===== src/rtl/mdu_pkg.sv =====
// Shared types for the iterative multiply/divide unit: opcodes, FSM states, default width.
package mdu_pkg;

  localparam int MDU_WIDTH = 32;

  typedef enum logic [2:0] {
    MUL   = 3'b000,
    MULU  = 3'b001,
    MADD  = 3'b010,
    MADDU = 3'b011,
    DIV   = 3'b100,
    DIVU  = 3'b101,
    MTHI  = 3'b110,
    MTLO  = 3'b111
  } mdu_op_e;

  typedef enum logic [1:0] {
    IDLE = 2'd0,
    RUN  = 2'd1,
    FIX  = 2'd2
  } mdu_state_e;

endpackage


===== src/rtl/mdu_iter_step.sv =====
// One radix-2 iteration: shift-add multiply step, or restoring-divide step when MDU_DIV_EN is defined.
module mdu_iter_step
  import mdu_pkg::*;
#(
  parameter int WIDTH = MDU_WIDTH
) (
  input  logic             is_div_i,
  input  logic [WIDTH-1:0] hi_i,
  input  logic [WIDTH-1:0] lo_i,
  input  logic [WIDTH-1:0] b_i,
  output logic [WIDTH-1:0] hi_o,
  output logic [WIDTH-1:0] lo_o
);

  logic [WIDTH:0] sum;
`ifdef MDU_DIV_EN
  logic [WIDTH:0] shifted;
  logic [WIDTH:0] diff;
`else
  logic unused_is_div;
  assign unused_is_div = is_div_i;
`endif

  always_comb begin
    // Multiply: {hi,lo} holds partial product over the remaining multiplier bits.
    sum  = {1'b0, hi_i} + (lo_i[0] ? {1'b0, b_i} : '0);
    hi_o = sum[WIDTH:1];
    lo_o = {sum[0], lo_i[WIDTH-1:1]};
`ifdef MDU_DIV_EN
    shifted = {hi_i, lo_i[WIDTH-1]};
    diff    = shifted - {1'b0, b_i};
    if (is_div_i) begin
      // diff[WIDTH] set means the trial subtract borrowed; keep the shifted remainder.
      hi_o = diff[WIDTH] ? shifted[WIDTH-1:0] : diff[WIDTH-1:0];
      lo_o = {lo_i[WIDTH-2:0], ~diff[WIDTH]};
    end
`endif
  end

endmodule


===== src/rtl/mdu_seq.sv =====
// Iterative multiply/divide unit owning HI/LO. Divide support is compiled in by MDU_DIV_EN.
module mdu_seq
  import mdu_pkg::*;
#(
  parameter int WIDTH = MDU_WIDTH
) (
  input  logic             clk,
  input  logic             rst,
  input  logic             start_i,
  input  logic [2:0]       op_i,
  input  logic [WIDTH-1:0] a_i,
  input  logic [WIDTH-1:0] b_i,
  output logic             busy_o,
  output logic             done_o,
  output logic             err_o,
  output logic [WIDTH-1:0] hi_o,
  output logic [WIDTH-1:0] lo_o
);

  localparam int CNT_W = $clog2(WIDTH) + 1;
  localparam logic [CNT_W-1:0]   LAST   = CNT_W'(WIDTH - 1);
  localparam logic [CNT_W-1:0]   ONE_C  = CNT_W'(1);
  localparam logic [WIDTH-1:0]   ONE_W  = WIDTH'(1);
  localparam logic [2*WIDTH-1:0] ONE_2W = (2*WIDTH)'(1);

  mdu_state_e       state_q, state_d;
  mdu_op_e          op_q, op_d, op_in;
  logic [CNT_W-1:0] cnt_q, cnt_d;
  logic [WIDTH-1:0] hi_q, hi_d, lo_q, lo_d;
  logic [WIDTH-1:0] wk_hi_q, wk_hi_d, wk_lo_q, wk_lo_d, opb_q, opb_d;
  logic             neg_res_q, neg_res_d, neg_rem_q, neg_rem_d;
  logic             done_q, done_d, err_q, err_d;
  logic             pend_q, pend_d, pend_err_q, pend_err_d;

  logic             sa, sb, launch, op_div_q;
  logic [WIDTH-1:0] mag_a, mag_b, step_hi, step_lo;

  assign op_in    = mdu_op_e'(op_i);
  assign op_div_q = (op_q == DIV) || (op_q == DIVU);

  // Signed ops have op bit 0 clear; unsigned ops force the sign flags low.
  assign sa    = ~op_i[0] & a_i[WIDTH-1];
  assign sb    = ~op_i[0] & b_i[WIDTH-1];
  assign mag_a = sa ? (~a_i + ONE_W) : a_i;
  assign mag_b = sb ? (~b_i + ONE_W) : b_i;

  mdu_iter_step #(.WIDTH(WIDTH)) u_step (
    .is_div_i (op_div_q),
    .hi_i     (wk_hi_q),
    .lo_i     (wk_lo_q),
    .b_i      (opb_q),
    .hi_o     (step_hi),
    .lo_o     (step_lo)
  );

  always_comb begin
    state_d    = state_q;
    op_d       = op_q;
    cnt_d      = cnt_q;
    hi_d       = hi_q;
    lo_d       = lo_q;
    wk_hi_d    = wk_hi_q;
    wk_lo_d    = wk_lo_q;
    opb_d      = opb_q;
    neg_res_d  = neg_res_q;
    neg_rem_d  = neg_rem_q;
    done_d     = pend_q;
    err_d      = pend_q & pend_err_q;
    pend_d     = 1'b0;
    pend_err_d = 1'b0;
    launch     = 1'b0;

    unique case (state_q)
      IDLE: begin
        if (start_i) begin
          op_d = op_in;
          case (op_in)
            MTHI: begin
              hi_d   = a_i;
              pend_d = 1'b1;
            end
            MTLO: begin
              lo_d   = a_i;
              pend_d = 1'b1;
            end
            DIV, DIVU: begin
`ifdef MDU_DIV_EN
              if (b_i == '0) begin
                pend_d     = 1'b1;
                pend_err_d = 1'b1;
              end else begin
                launch = 1'b1;
              end
`else
              pend_d     = 1'b1;
              pend_err_d = 1'b1;
`endif
            end
            default: launch = 1'b1;
          endcase
          if (launch) begin
            state_d   = RUN;
            cnt_d     = '0;
            wk_hi_d   = '0;
            wk_lo_d   = mag_a;
            opb_d     = mag_b;
            neg_res_d = sa ^ sb;
            neg_rem_d = sa;
          end
        end
      end
      RUN: begin
        wk_hi_d = step_hi;
        wk_lo_d = step_lo;
        cnt_d   = cnt_q + ONE_C;
        if (cnt_q == LAST) begin
          state_d = FIX;
          cnt_d   = '0;
        end
      end
      FIX: begin
        // Two FIX cycles: sign correction first, then accumulate and write HI/LO.
        if (cnt_q == '0) begin
          cnt_d = ONE_C;
`ifdef MDU_DIV_EN
          if (op_div_q) begin
            wk_lo_d = neg_res_q ? (~wk_lo_q + ONE_W) : wk_lo_q;
            wk_hi_d = neg_rem_q ? (~wk_hi_q + ONE_W) : wk_hi_q;
          end else
`endif
          begin
            {wk_hi_d, wk_lo_d} = neg_res_q ? (~{wk_hi_q, wk_lo_q} + ONE_2W)
                                           : {wk_hi_q, wk_lo_q};
          end
        end else begin
          if ((op_q == MADD) || (op_q == MADDU)) begin
            {hi_d, lo_d} = {hi_q, lo_q} + {wk_hi_q, wk_lo_q};
          end else begin
            {hi_d, lo_d} = {wk_hi_q, wk_lo_q};
          end
          done_d  = 1'b1;
          err_d   = 1'b0;
          cnt_d   = '0;
          state_d = IDLE;
        end
      end
      default: state_d = IDLE;
    endcase
  end

  always_ff @(posedge clk) begin
    if (rst) begin
      state_q    <= IDLE;
      op_q       <= MUL;
      cnt_q      <= '0;
      hi_q       <= '0;
      lo_q       <= '0;
      wk_hi_q    <= '0;
      wk_lo_q    <= '0;
      opb_q      <= '0;
      neg_res_q  <= 1'b0;
      neg_rem_q  <= 1'b0;
      done_q     <= 1'b0;
      err_q      <= 1'b0;
      pend_q     <= 1'b0;
      pend_err_q <= 1'b0;
    end else begin
      state_q    <= state_d;
      op_q       <= op_d;
      cnt_q      <= cnt_d;
      hi_q       <= hi_d;
      lo_q       <= lo_d;
      wk_hi_q    <= wk_hi_d;
      wk_lo_q    <= wk_lo_d;
      opb_q      <= opb_d;
      neg_res_q  <= neg_res_d;
      neg_rem_q  <= neg_rem_d;
      done_q     <= done_d;
      err_q      <= err_d;
      pend_q     <= pend_d;
      pend_err_q <= pend_err_d;
    end
  end

  assign busy_o = (state_q != IDLE);
  assign done_o = done_q;
  assign err_o  = err_q;
  assign hi_o   = hi_q;
  assign lo_o   = lo_q;

endmodule


===== config.mk =====
export PLATFORM = sky130hd
export DESIGN_NAME = mdu_seq
export DESIGN_NICKNAME = d
export VERILOG_FILES = /design/src/rtl/mdu_pkg.sv /design/src/rtl/mdu_iter_step.sv /design/src/rtl/mdu_seq.sv
export SDC_FILE = /design/constraint.sdc
export NUM_CORES = 1
export LEC_CHECK = 0
export ABC_AREA = 1
export BUFFER_PORTS_ARGS = -buffer_cell sky130_fd_sc_hd__buf_4
export CAP_MARGIN = 20
export CORE_MARGIN = 1.5
export CORE_UTILIZATION = 48
export CTS_BUF_LIST = sky130_fd_sc_hd__clkbuf_8
export CTS_CLUSTER_DIAMETER = 120
export DETAILED_ROUTE_END_ITERATION = 7
export PLACE_DENSITY = 0.78
export SLEW_MARGIN = 20
export SYNTH_ARGS = -nofsm -noshare
export SYNTH_HDL_FRONTEND = slang
export SYNTH_HIERARCHICAL = 1
export SYNTH_SLANG_ARGS = --single-unit

===== constraint.sdc =====
create_clock -name clk -period 5 [get_ports clk]
set_input_delay 0 -clock clk [delete_from_list [all_inputs] [get_ports clk]]
set_output_delay 0 -clock clk [all_outputs]
set_load 0.01 [all_outputs]

==> results.md <==
- Status: finished with violations
- Failing checks: hold timing
- Global-route wire length before repair: approximately 120000 um
- CP required: 5.43 ns
- Crit-path cells: dlygate4sd3_1, buf_4, nand2_1, inv_1, o21ai_0, a21oi_1, dlygate4sd3_1, o21ai_0, dlygate4sd3_1
- Clock Skews: approximately 0.024 ns
- Critical Path Start: b_i[31]
- Final HPWL from detailed placement: 66240 um
- Setup crit end: opb_q[29]
- Synthesized area: 20400 sq um
- P_leak: 12.07 nW
- Worst IR drop on VDD: 246.9 uV
- P_int: 3.560 mW
- Clock share of power: 14.0%
- GR Overflow Total: 0
- Routed Antenna Nets: 0
- RSZ-0062 raised after global routing: no
- CTS Buf Count: 17
- Sink Count: around 180
- Switching pwr: about 4.3 mW
- Setup Total Neg Slack: 0 ns
- Row count: 75
- H-tree levels: 4
- Mapped Avg Cell Area: 5.343 sq um
- CP Capture Type: flip-flop
- Vias: between 20000 and 25000
- Pwr per Cell Area: 346.4 nW/um^2
- Chip width: 209.1 um
- RR Startpoint: state_q[0]
- Placer Congestion: 1.085
- Hold_ws: -0.005888 ns
- Worst Hold Class: input port to flip-flop
- Critical path's slowest cell: inv_1
- Initial antenna violation count: 2
- Comb pwr share: 57.5%
- Total Routing Usage GR: about 37%
- Vias in the first global route: 22527
- Arr. time, crit path: approximately 3.5 ns
- Die height: 209.1 um
- Slew Limit Headroom: 30.16%
- Fillers: 4439
- Io pins: around 140
- Maximum clock path buffer count: 2
- Starting Density: 48.63%
- DR pass1 iterations: 7
- Final Hold Vio Count: 1
- Syn Nets: 3995
- Critical path class: input port to flip-flop
- Slew Limit Fails: 0
- Max incr delay on CP: 0.77 ns
- Worst path buffer plus inverter count: 5
- Seq pwr share: 28.5%
- CTS tree: done
- Layout cells sized above 1: 6.807%
- Top delay family on crit path: buffers and inverters
- Vias per cell: roughly 5.5
- Reg2reg setup slack: 2.16 ns
- CORE AREA: 41950 sq um
- Worst R2R End: wk_lo_q[5]
- Detailed Route Iter0 Violations: approximately 2900
- Layout area overhead: 11.83%
- Fmax: 324.5 MHz
- Largest net degree at the start of global routing: 76
- Routed WL: 82400 um
- Final nets: 4116
- Register area: 3503 sq um
- Slew @ Worst Pin: 1.048 ns
- Reg2reg path depth: 9
- PortBufs: 136
- Max-cap violations: 0
- Most used cell along the critical path: dlygate4sd3_1
- Die ar.: 43740 sq um
- Ys Warns: 6
- Skew-Pair Late Insertion Delay: 0.54 ns
- Wire per inst: 18.33 um
- Clock slew at reported path FFs: 0.12 ns
- CP Max Fanout: 22
- Multi-input logic area: 13790 sq um
- Fin crit period: approximately 3 ns
- Final worst path period share: 61.64%
- Clock root cell: clkbuf_8
- Syn Inst Count: 3818
- DRC: 0
- Switch share: between 50% and 60%
- Setup Viol. Count Final: 0
- Worst path depth: 9
- Worst Setup Start Kind: input port
how the worst min path moves through the flow:
stage | slack [ns] | endpoint | depth (start not counted) | startpoint
final | -0.006 | wk_lo_q[23] | 4 | a_i[23]
after global routing | 0.05 | wk_lo_q[7] | 4 | a_i[7]
after CTS | 0.0007 | wk_lo_q[23] | 4 | a_i[23]
after detailed placement | 0.20 | pend_err_q | 2 | op_i[1]
after global placement | 0.20 | pend_err_q | 2 | op_i[1]
after floorplan | 0.08 | pend_err_q | 1 | op_i[1]
power groups by stage:
stage | Sequential [mW] | Clock [mW] | Combinational [mW]
5_1_grt | 2.25 | 1.15 | 4.97
2_1_floorplan | 2.07 | 0 | 3.02
3_3_place_gp | 2.25 | 0 | 4.31
4_1_cts | 2.22 | 1.10 | 4.41
3_5_place_dp | 2.25 | 0 | 4.33
6_report | 2.25 | 1.11 | 4.54
through the flow:
stage | setup slack [ns] | instances | instance area [sq um] | utilization (%) | power (mW)
2_1_floorplan | 2.808 | 3818 | 20400 | - | 5.081
3_3_place_gp | 2.267 | 4380 | 21590 | 51.46 | 6.555
3_5_place_dp | 2.196 | 4380 | 21590 | 51.46 | 6.579
4_1_cts | 1.966 | 4490 | 22780 | 54.30 | 7.719
5_1_grt | 1.724 | 4491 | 22800 | 54.36 | 8.370
6_report | 1.918 | 4494 | 22810 | 54.38 | 7.903
per-layer routing:
layer / GRT usage [%] / vias up / wire [um]
met5: 0 / - / 10
met4: 21.21 / 2 / 5267
met3: 7.048 / 267 / 7929
met2: 59.55 / 1373 / 36080
met1: 45.98 / 11015 / 33110
li1: - / 12217 / -
tightest hold or removal path, delay by kind of cell:
family                 cells  cell delay, ns
AOI/OAI and AO/OA          2            0.32
buffers and inverters      2            0.16
flip-flops by register name, summed over array words and instances (netlist names):
name,count
lo_o,32
done_o,1
opb_q,32
cnt_q,6
wk_lo_q,32
pend_q,1
state_q,2
err_o,1
neg_res_q,1
hi_o,32
pend_err_q,1
wk_hi_q,32
op_q,2
area by class of cell:
cell class / instances / area share (%)
clock inverters: 15 / 0.7679
inverters: 658 / 10.83
flip-flops and latches: 175 / 15.36
clock buffers: 17 / 1.026
multi-input cells: 2855 / 60.45
diodes: 3 / 0.03291
repair buffers: 232 / 8.579
well taps: 539 / 2.957
what timing repair did:
| action | CTS | global route |
|---|---|---|
| hold buffers | 78 | 0 |
| setup buffers | 0 | 0 |
| gates resized for setup | 0 | 0 |
| endpoints found under the hold margin | 96 | 0 |
cell usage in the layout (no fill, tap or decap), types with 11 or more instances in the layout:
cell type	count
inv_1	649
nor2_1	419
dlygate4sd3_1	78
ha_1	104
xor2_1	62
nand4_1	37
a31oi_1	23
buf_4	153
xnor2_1	11
a21oi_1	297
o211ai_1	11
nand2_1	1248
o21ai_0	224
nand3_1	235
nand2_2	13
dfxtp_1	175
nor2_2	16
clkbuf_8	17
nor3_1	54
Note: power is estimated with default switching activity, not from simulation.
